### src/rtl/midi_voice_allocator.sv
// MIDI note-on/note-off parser with running status and a least-recently-allocated
// voice pool; publishes the most recent note-on for the note display.
module midi_voice_allocator #(
  parameter int NUM_VOICES = 4,
  parameter int CHANNEL    = 0
) (
  input  logic                    CLK_I,
  input  logic                    RESET,
  input  logic [7:0]              rx_data,
  input  logic                    rx_valid,
  output logic [NUM_VOICES-1:0]   voice_active,
  output logic [8*NUM_VOICES-1:0] voice_note,
  output logic [NUM_VOICES-1:0]   voice_trig,
  output logic [7:0]              NOTE
);

  localparam int RW = $clog2(NUM_VOICES);
  localparam logic [7:0] ST_OFF = 8'h80 | 8'(CHANNEL);
  localparam logic [7:0] ST_ON  = 8'h90 | 8'(CHANNEL);

  typedef enum logic [1:0] {WAIT_STATUS, DATA1, DATA2, IGNORE} state_t;

  state_t                state_q;
  logic                  on_q;
  logic [6:0]            data1_q;
  logic [NUM_VOICES-1:0] active_q;
  logic [NUM_VOICES-1:0] trig_q;
  logic [6:0]            note_q [NUM_VOICES];
  logic [RW-1:0]         rank_q [NUM_VOICES];
  logic [6:0]            last_q;

  logic          note_on_d;
  logic          hit_d;
  logic          free_d;
  logic [RW-1:0] hit_idx_d;
  logic [RW-1:0] free_idx_d;
  logic [RW-1:0] old_idx_d;
  logic [RW-1:0] target_d;

  // Scanning downward leaves the lowest matching index in each selector.
  always_comb begin
    note_on_d  = on_q && (rx_data[6:0] != 7'd0);
    hit_d      = 1'b0;
    free_d     = 1'b0;
    hit_idx_d  = '0;
    free_idx_d = '0;
    old_idx_d  = '0;
    for (int v = NUM_VOICES - 1; v >= 0; v--) begin
      if (active_q[v] && (note_q[v] == data1_q)) begin
        hit_d     = 1'b1;
        hit_idx_d = RW'(v);
      end
      if (!active_q[v]) begin
        free_d     = 1'b1;
        free_idx_d = RW'(v);
      end
      if (rank_q[v] == RW'(NUM_VOICES - 1)) begin
        old_idx_d = RW'(v);
      end
    end
    if (hit_d) begin
      target_d = hit_idx_d;
    end else if (free_d) begin
      target_d = free_idx_d;
    end else begin
      target_d = old_idx_d;
    end
  end

  always_ff @(posedge CLK_I or posedge RESET) begin
    if (RESET) begin
      state_q  <= WAIT_STATUS;
      on_q     <= 1'b0;
      data1_q  <= '0;
      active_q <= '0;
      trig_q   <= '0;
      last_q   <= '0;
      for (int v = 0; v < NUM_VOICES; v++) begin
        note_q[v] <= '0;
        rank_q[v] <= RW'(v);
      end
    end else begin
      trig_q <= '0;
      // Real-time bytes (0xF8-0xFF) fall outside this branch and leave everything untouched.
      if (rx_valid && (rx_data < 8'hF8)) begin
        if (rx_data[7]) begin
          if ((rx_data == ST_ON) || (rx_data == ST_OFF)) begin
            on_q    <= rx_data[4];
            state_q <= DATA1;
          end else begin
            on_q    <= 1'b0;
            state_q <= IGNORE;
          end
        end else begin
          case (state_q)
            DATA1: begin
              data1_q <= rx_data[6:0];
              state_q <= DATA2;
            end
            DATA2: begin
              state_q <= DATA1;
              if (note_on_d) begin
                note_q[target_d]   <= data1_q;
                active_q[target_d] <= 1'b1;
                trig_q[target_d]   <= 1'b1;
                last_q             <= data1_q;
                for (int v = 0; v < NUM_VOICES; v++) begin
                  if (rank_q[v] < rank_q[target_d]) begin
                    rank_q[v] <= rank_q[v] + RW'(1);
                  end
                end
                rank_q[target_d] <= '0;
              end else if (hit_d) begin
                active_q[hit_idx_d] <= 1'b0;
              end
            end
            default: ;
          endcase
        end
      end
    end
  end

  generate
    for (genvar gi = 0; gi < NUM_VOICES; gi++) begin : g_note
      assign voice_note[8*gi +: 8] = {1'b0, note_q[gi]};
    end
  endgenerate

  assign voice_active = active_q;
  assign voice_trig   = trig_q;
  assign NOTE         = {1'b0, last_q};

endmodule

### config.mk
export PLATFORM = sky130hd
export DESIGN_NAME = midi_voice_allocator
export DESIGN_NICKNAME = d
export VERILOG_FILES = /design/src/rtl/midi_voice_allocator.sv
export SDC_FILE = /design/constraint.sdc
export NUM_CORES = 1
export LEC_CHECK = 0
export CORE_MARGIN = 2
export CORE_UTILIZATION = 53
export DETAILED_ROUTE_END_ITERATION = 12
export GPL_ROUTABILITY_DRIVEN = 1
export PLACE_DENSITY = 0.8
export SLEW_MARGIN = 10
export SYNTH_ARGS = -nofsm -noshare
export SYNTH_HDL_FRONTEND = slang
export SYNTH_SLANG_ARGS = --single-unit
### constraint.sdc
create_clock -name CLK_I -period 3.8 [get_ports CLK_I]
set_input_delay 0.38 -clock CLK_I [delete_from_list [all_inputs] [get_ports CLK_I]]
set_output_delay 0.38 -clock CLK_I [all_outputs]
set_load 0.01 [all_outputs]
# After elaboration in Yosys (flattened, before gate mapping)
# Cells that the tools add are included.
dict set report op_classes {
  bitwise 7
  eq_ne 12
  n_lt_le_gt_ge 11
  reduce_logical 18
  add_sub_neg 4
  mux 64
}
# operator n
set ops {}
lappend ops {{2-bit 2-to-1 mux} 39}
lappend ops {{28-bit bitwise mux} 1}
lappend ops {{7-bit equality test} 4}
lappend ops {{4-bit 2-to-1 mux} 6}
lappend ops {{8-bit equality test (second input constant)} 2}
lappend ops {{7-bit demux with 2-bit select} 1}
lappend ops {{1-bit 2-to-1 mux} 11}
lappend ops {{2-bit equality test (second input constant)} 5}
lappend ops {{1-bit logical AND} 9}
lappend ops {{2-bit by 1-bit adder with 2-bit output (second input constant)} 4}
lappend ops {{8-bit AND} 1}
lappend ops {{2-bit less-than comparator} 4}
lappend ops {{8-bit less-than comparator (second input constant)} 1}
lappend ops {{8-bit inverter} 1}
lappend ops {{4-bit AND reduction} 2}
lappend ops {{7-bit 2-to-1 mux} 1}
lappend ops {{7-bit nonzero test} 1}
lappend ops {{2-bit by 3-bit less-than comparator with 1-bit output (second input constant)} 2}
lappend ops {{4-bit AND} 1}
lappend ops {{2-bit binary-select mux with 2-bit select} 1}
lappend ops {{1-bit demux with 2-bit select} 2}
lappend ops {{2-bit demux with 2-bit select} 1}
lappend ops {{2-bit by 1-bit >= comparator with 1-bit output (second input constant)} 2}
lappend ops {{4-bit inverter} 1}
lappend ops {{12 further kinds} 13}
dict set report totals {
  regBits 61
  out_inout_bits 48
}

# Logic depth before layout (Yosys ltp)
dict set report depth {
  depth_word 18
  ltp_mapped 11
  depth_no_buf 9
}

# Worst setup path after synthesis
# OpenSTA, ideal clock, no wires.
dict set report synth_timing {
  path_kind {reg2reg}
  from {register rank_q[4] (netlist bit)}
  to {register rank_q[6] (netlist bit)}
  setup_time_ns 0.094
  arrival_time_ns 2.630
  period_less_slack_ns 2.724
  required_ns 3.706
  path_slack_ns 1.076
  stages_incl_launch_ff 11
  cell_sequence {dfstp_2 > ha_1 > nor2_1 > o21ai_0 > a31oi_1 > o311ai_1 > buf_6 > mux2i_1 > mux2i_1 > maj3_1 > a211oi_1}
}
dict set report synth_via {
  elab_chain_len 16
  word_cells_on_any_way 22
}
# element line_no
set synth_lines {}
lappend synth_lines {{from (decl)} 29} ;# logic [RW-1:0] rank_q [NUM_VOICES];
lappend synth_lines {{from (signal, indexed assignment)} 80} ;# rank_q[v] <= RW'(v);
lappend synth_lines {{from (signal, indexed assignment)} 109} ;# rank_q[v] <= rank_q[v] + RW'(1);
lappend synth_lines {{2-bit equality test} 57} ;# if (rank_q[v] == RW'(NUM_VOICES - 1)) begin
lappend synth_lines {{2-bit 2-to-1 mux (2 in a row)} 57}
lappend synth_lines {{2-bit 2-to-1 mux} 63} ;# end else if (free_d) begin
lappend synth_lines {{2-bit 2-to-1 mux} 61} ;# if (hit_d) begin
lappend synth_lines {{2-bit inverter with 3-bit output (implied by the code)} {108, 112}}
lappend synth_lines {{2-bit binary-select mux with 2-bit select} 108} ;# if (rank_q[v] < rank_q[target_d]) begin
lappend synth_lines {{2-bit 2-to-1 mux (implied by the code) (2 in a row)} 108}
lappend synth_lines {{2-bit less-than comparator} 108}
lappend synth_lines {{2-bit 2-to-1 mux} 108}
lappend synth_lines {{2-bit 2-to-1 mux} 102} ;# if (note_on_d) begin
lappend synth_lines {{2-bit 2-to-1 mux} 95} ;# case (state_q)
lappend synth_lines {{2-bit 2-to-1 mux} 86} ;# if (rx_data[7]) begin
lappend synth_lines {{2-bit 2-to-1 mux} 85} ;# if (rx_valid && (rx_data < 8'hF8)) begin
lappend synth_lines {{8-bit AND (no source line) (*)} n/a}
# Mark *: on every way between the ends. The rest lies on a longest branch, timed or not. The select of a mux whose other input is x is not followed.
# A chain may end at the register's enable or synchronous reset.

# Worst setup path after layout
dict set report layout_timing {
  from {register data1_q[0]}
  to {register note_q, in the netlist voice_note[30]}
}
dict set report layout_via {
  elab_chain_len 13
  word_cells_on_any_way 24
}
# element line_no
set layout_lines {}
lappend layout_lines {{from (decl)} 25} ;# logic [6:0] data1_q;
lappend layout_lines {{from (signal assigned)} 97} ;# data1_q <= rx_data[6:0];
lappend layout_lines {{7-bit equality test} 49} ;# if (active_q[v] && (note_q[v] == data1_q)) begin
lappend layout_lines {{1-bit logical AND} 49}
lappend layout_lines {{2-bit 2-to-1 mux or 1-bit 2-to-1 mux (tied branches) (4 in a row)} 49}
lappend layout_lines {{2-bit 2-to-1 mux (*)} 61}
lappend layout_lines {{2-bit inverter with 3-bit output (implied by the code) (*)} 103} ;# note_q[target_d] <= data1_q;
lappend layout_lines {{3-bit >= comparator (implied by the code) or 3-bit by 1-bit less-than comparator with 1-bit output (tied branches)} 103}
lappend layout_lines {{1-bit logical AND (implied by the code)} 103}
lappend layout_lines {{7-bit 2-to-1 mux (implied by the code)} 103}
lappend layout_lines {{7-bit demux with 2-bit select (*)} 103}
lappend layout_lines {{28-bit bitwise mux (*)} 103}
lappend layout_lines {{to (signal, indexed assignment)} 103}
lappend layout_lines {{to (decl)} 28} ;# logic [6:0] note_q [NUM_VOICES];
# Mark *: on every way between the ends. The rest lies on a longest branch, timed or not.

==> results.md <==
* Outcome: complete, no violations
* Routing usage on met1 at 0.318
* Final ANT Viol Nets at 0
* Initial antenna violation count at 0
* Final setup fails at 0
* Number of fillers in the final layout at 464
* Final Slew Violations at 0
* Layout cells sized above 1 at 0.188
* Most frequent cells in the layout: dfrtp_1, clkdlybuf4s50_1, mux2_2, nand2_1, nor2_1
* Port Buf Inserts at 53
* CP Class: reg -> reg
* Min cycle time layout at 3.38 ns
* Pwr per Cell Area at 400 nW/um2
* I/O Pins at 59
* Number of flops mapped to enable cells by yosys at 0
* Synth-to-Final Area Change at 22.3%
* GRT Overall Usage at 0.236
* Post-synthesis sequential area ratio at 0.457
* Leakage power at 0.00195 uW
* H-tree Lvls at 3
* Routed vias/inst at 5.79
* Worst Setup SP: data1_q[0]
* Register bit total from synthesis at 61
* Worst setup path end: voice_note[30]
* Design Power at 1640 uW
* Top FF cell, synth: dfrtp_1
* Endpoint type of the worst setup path: register
* # clock sinks at 61
* Yosys cell types at 54
* Mapped Avg Cell Area at 10.8 um2
* Number of remaining DRC errors at 0
* Hold Path Class: in -> async
* Global-route wire length before repair at 13.2 mm
* Total setup buffers inserted after CTS at 0
* CTS tree: done
* Critical Path AT at 3.61 ns
* Crit-path max FO at 18
* Max clock buf depth at 2
* Yosys warns at 0
* Core Rows at 28
* Drt wl/cell at 17.4 um
* Slew margin rel. at 0.483
* Cell Area, Synth at 3350 um2
* Horiz. Die Dim at 83.5 um
* Vias at 2557
* Clock-pin slew on the worst setup and hold paths at 0.07 ns
* RSZ-0062 raised after global routing: false
* Skew final at 0.00689 ns
* Met3 Resource Use GR at 0.0722
* Starting density of the core at 0.556
* Chip height at 83.5 um
* Worst r2r dst: voice_note[30]
* Grt peak-use layer: met2
* Grt total ovfl at 0
* Max_cap viols at 0
* Final wirelength at 7.67 mm
* Starting DRT DRC Count at 134
* Asr flop ratio synth at 1.00
* Die area at 6970 um2
* Hold_ws at 0.301 ns
* # resized after CTS at 0
* CTS Buf Count at 9
* HPWL after detailed placement at 5.26 mm
* # diodes at 0
* Post-Syn Instances at 311
* Worst-Skew Late Latency at 0.35 ns
* Number of global-route vias before repair at 2655
* Reg2Reg Depth at 7
* Max IR drop VDD at 0.450 mV
* DRT Pass-1 Iters at 4
* Worst reg2reg path startpoint: data1_q[0]
* Area of the core at 6030 um2
* Cell area after layout at 4100 um2
* Gp weighted congestion at 0.873
* Clock tree root driver cell: clkbuf_8
* Most frequent standard cell in the layout excluding fill and tap cells: dfrtp_1
* DP Area at 3870 um2
* Largest net degree at the start of global routing at 48
* TNS Setup at 0 ns
* Cts hold-fix bufs at 0
* Met2 GRT Util at 0.368
* Slew @ Worst Pin at 0.773 ns
* Fin. Hold Viols at 0
* Crit start category: register
* FMAX at 0.296 GHz
* FF-to-FF setup slack at 0.42 ns
* Fin util at 0.680
* Period utilization at 0.890
* Critical Path RT at 4.03 ns
* Final nets at 377
==> flip-flops by register name (all words and copies together) (netlist names) <==
| name | cells |
|---|---|
| data1_q | 7 |
| state_q | 2 |
| last_q | 7 |
| voice_note | 28 |
| on_q | 1 |
| rank_q | 8 |
| voice_trig | 4 |
| voice_active | 4 |
==> stage by stage <==
| stage | setup slack (ns) | std cells |
|---|---|---|
| floorplan | 1.08 | 315 |
| global placement | 0.533 | 426 |
| detailed placement | 0.500 | 426 |
| CTS | 0.465 | 442 |
| global route | 0.273 | 442 |
| finish | 0.419 | 442 |
==> cells in the mapped netlist, types with 3 or more instances <==
| cell | count | area, um2 |
|---|---|---|
| nand2b_1 | 4 | 25.0 |
| xor2_1 | 12 | 105 |
| o31ai_1 | 4 | 30.0 |
| mux2_2 | 38 | 428 |
| and3_1 | 6 | 37.5 |
| nand4_1 | 8 | 50.1 |
| dfstp_2 | 4 | 105 |
| ha_1 | 4 | 50.1 |
| a21o_1 | 6 | 45.0 |
| inv_1 | 8 | 30.0 |
| dfrtp_1 | 57 | 1430 |
| xnor2_1 | 16 | 140 |
| clkbuf_1 | 5 | 18.8 |
| nand3_1 | 4 | 20.0 |
| buf_4 | 10 | 75.1 |
| o21ai_0 | 9 | 45.0 |
| nand2_1 | 32 | 120 |
| a211oi_1 | 4 | 30.0 |
| nor2_1 | 20 | 75.1 |
| mux2i_1 | 8 | 80.1 |
| buf_2 | 3 | 15.0 |
| a21oi_1 | 3 | 15.0 |
| a31oi_1 | 4 | 25.0 |
| nor4_1 | 3 | 18.8 |
| nor3_1 | 3 | 15.0 |
| buf_6 | 4 | 45.0 |
==> logic make-up (layout without fill, tap and decap cells) <==
logic type      count (synthesis)  after routing  share of synthesized area
compound gates                 45             45                     0.0987
xor+xnor                       28             28                     0.0732
fa+ha+maj                       6              6                     0.0213
buf+inv                        30             82                     0.0549
flops                          61             61                      0.457
mux                            47             47                      0.156
other cells                     1              5                    0.00112
simple gates                   93             93                      0.137
==> per-layer routing <==
metal	vias up	part of all wire
met1	1272	0.46
li1	1197	-
met3	10	0.060
met4	0	0.011
met5	-	0
met2	78	0.47
==> worst max-delay path: stages (launching register included) <==
cell     delay (ns)
dfrtp_1        0.56
xor2_1         0.24
nor4_1         0.34
nand4_1        0.29
and4b_1        0.27
or2_1          0.49
nor3_2         0.65
mux2_2         0.42
==> worst min-delay path by stage <==
stage                                to  slack (ns)  cells past startpoint
after floorplan              state_q[0]        0.46                      2
after global placement        last_q[5]        0.46                      2
after detailed placement      last_q[5]        0.47                      2
after CTS                 voice_trig[3]        0.31                      2
after global routing      voice_trig[3]        0.33                      2
final                     voice_trig[3]        0.30                      2
==> area by class of cell <==
| cell class | instances | area [um2] | share of cell area |
|---|---|---|---|
| flip-flops and latches | 61 | 1530 | 0.374 |
| multi-input cells | 224 | 1650 | 0.402 |
| inverters | 8 | 30.0 | 0.00733 |
| clock inverters | 4 | 70.1 | 0.0171 |
| repair buffers | 58 | 568 | 0.139 |
| clock buffers | 12 | 155 | 0.0379 |
| well taps | 75 | 93.8 | 0.0229 |
==> power breakdown <==
part,switching [uW],leakage (uW),internal [uW]
sequential,108,0.000808,679
combinational,85.1,0.00103,107
clock,254,0.000116,403
Power figures use the tool's default switching activity.
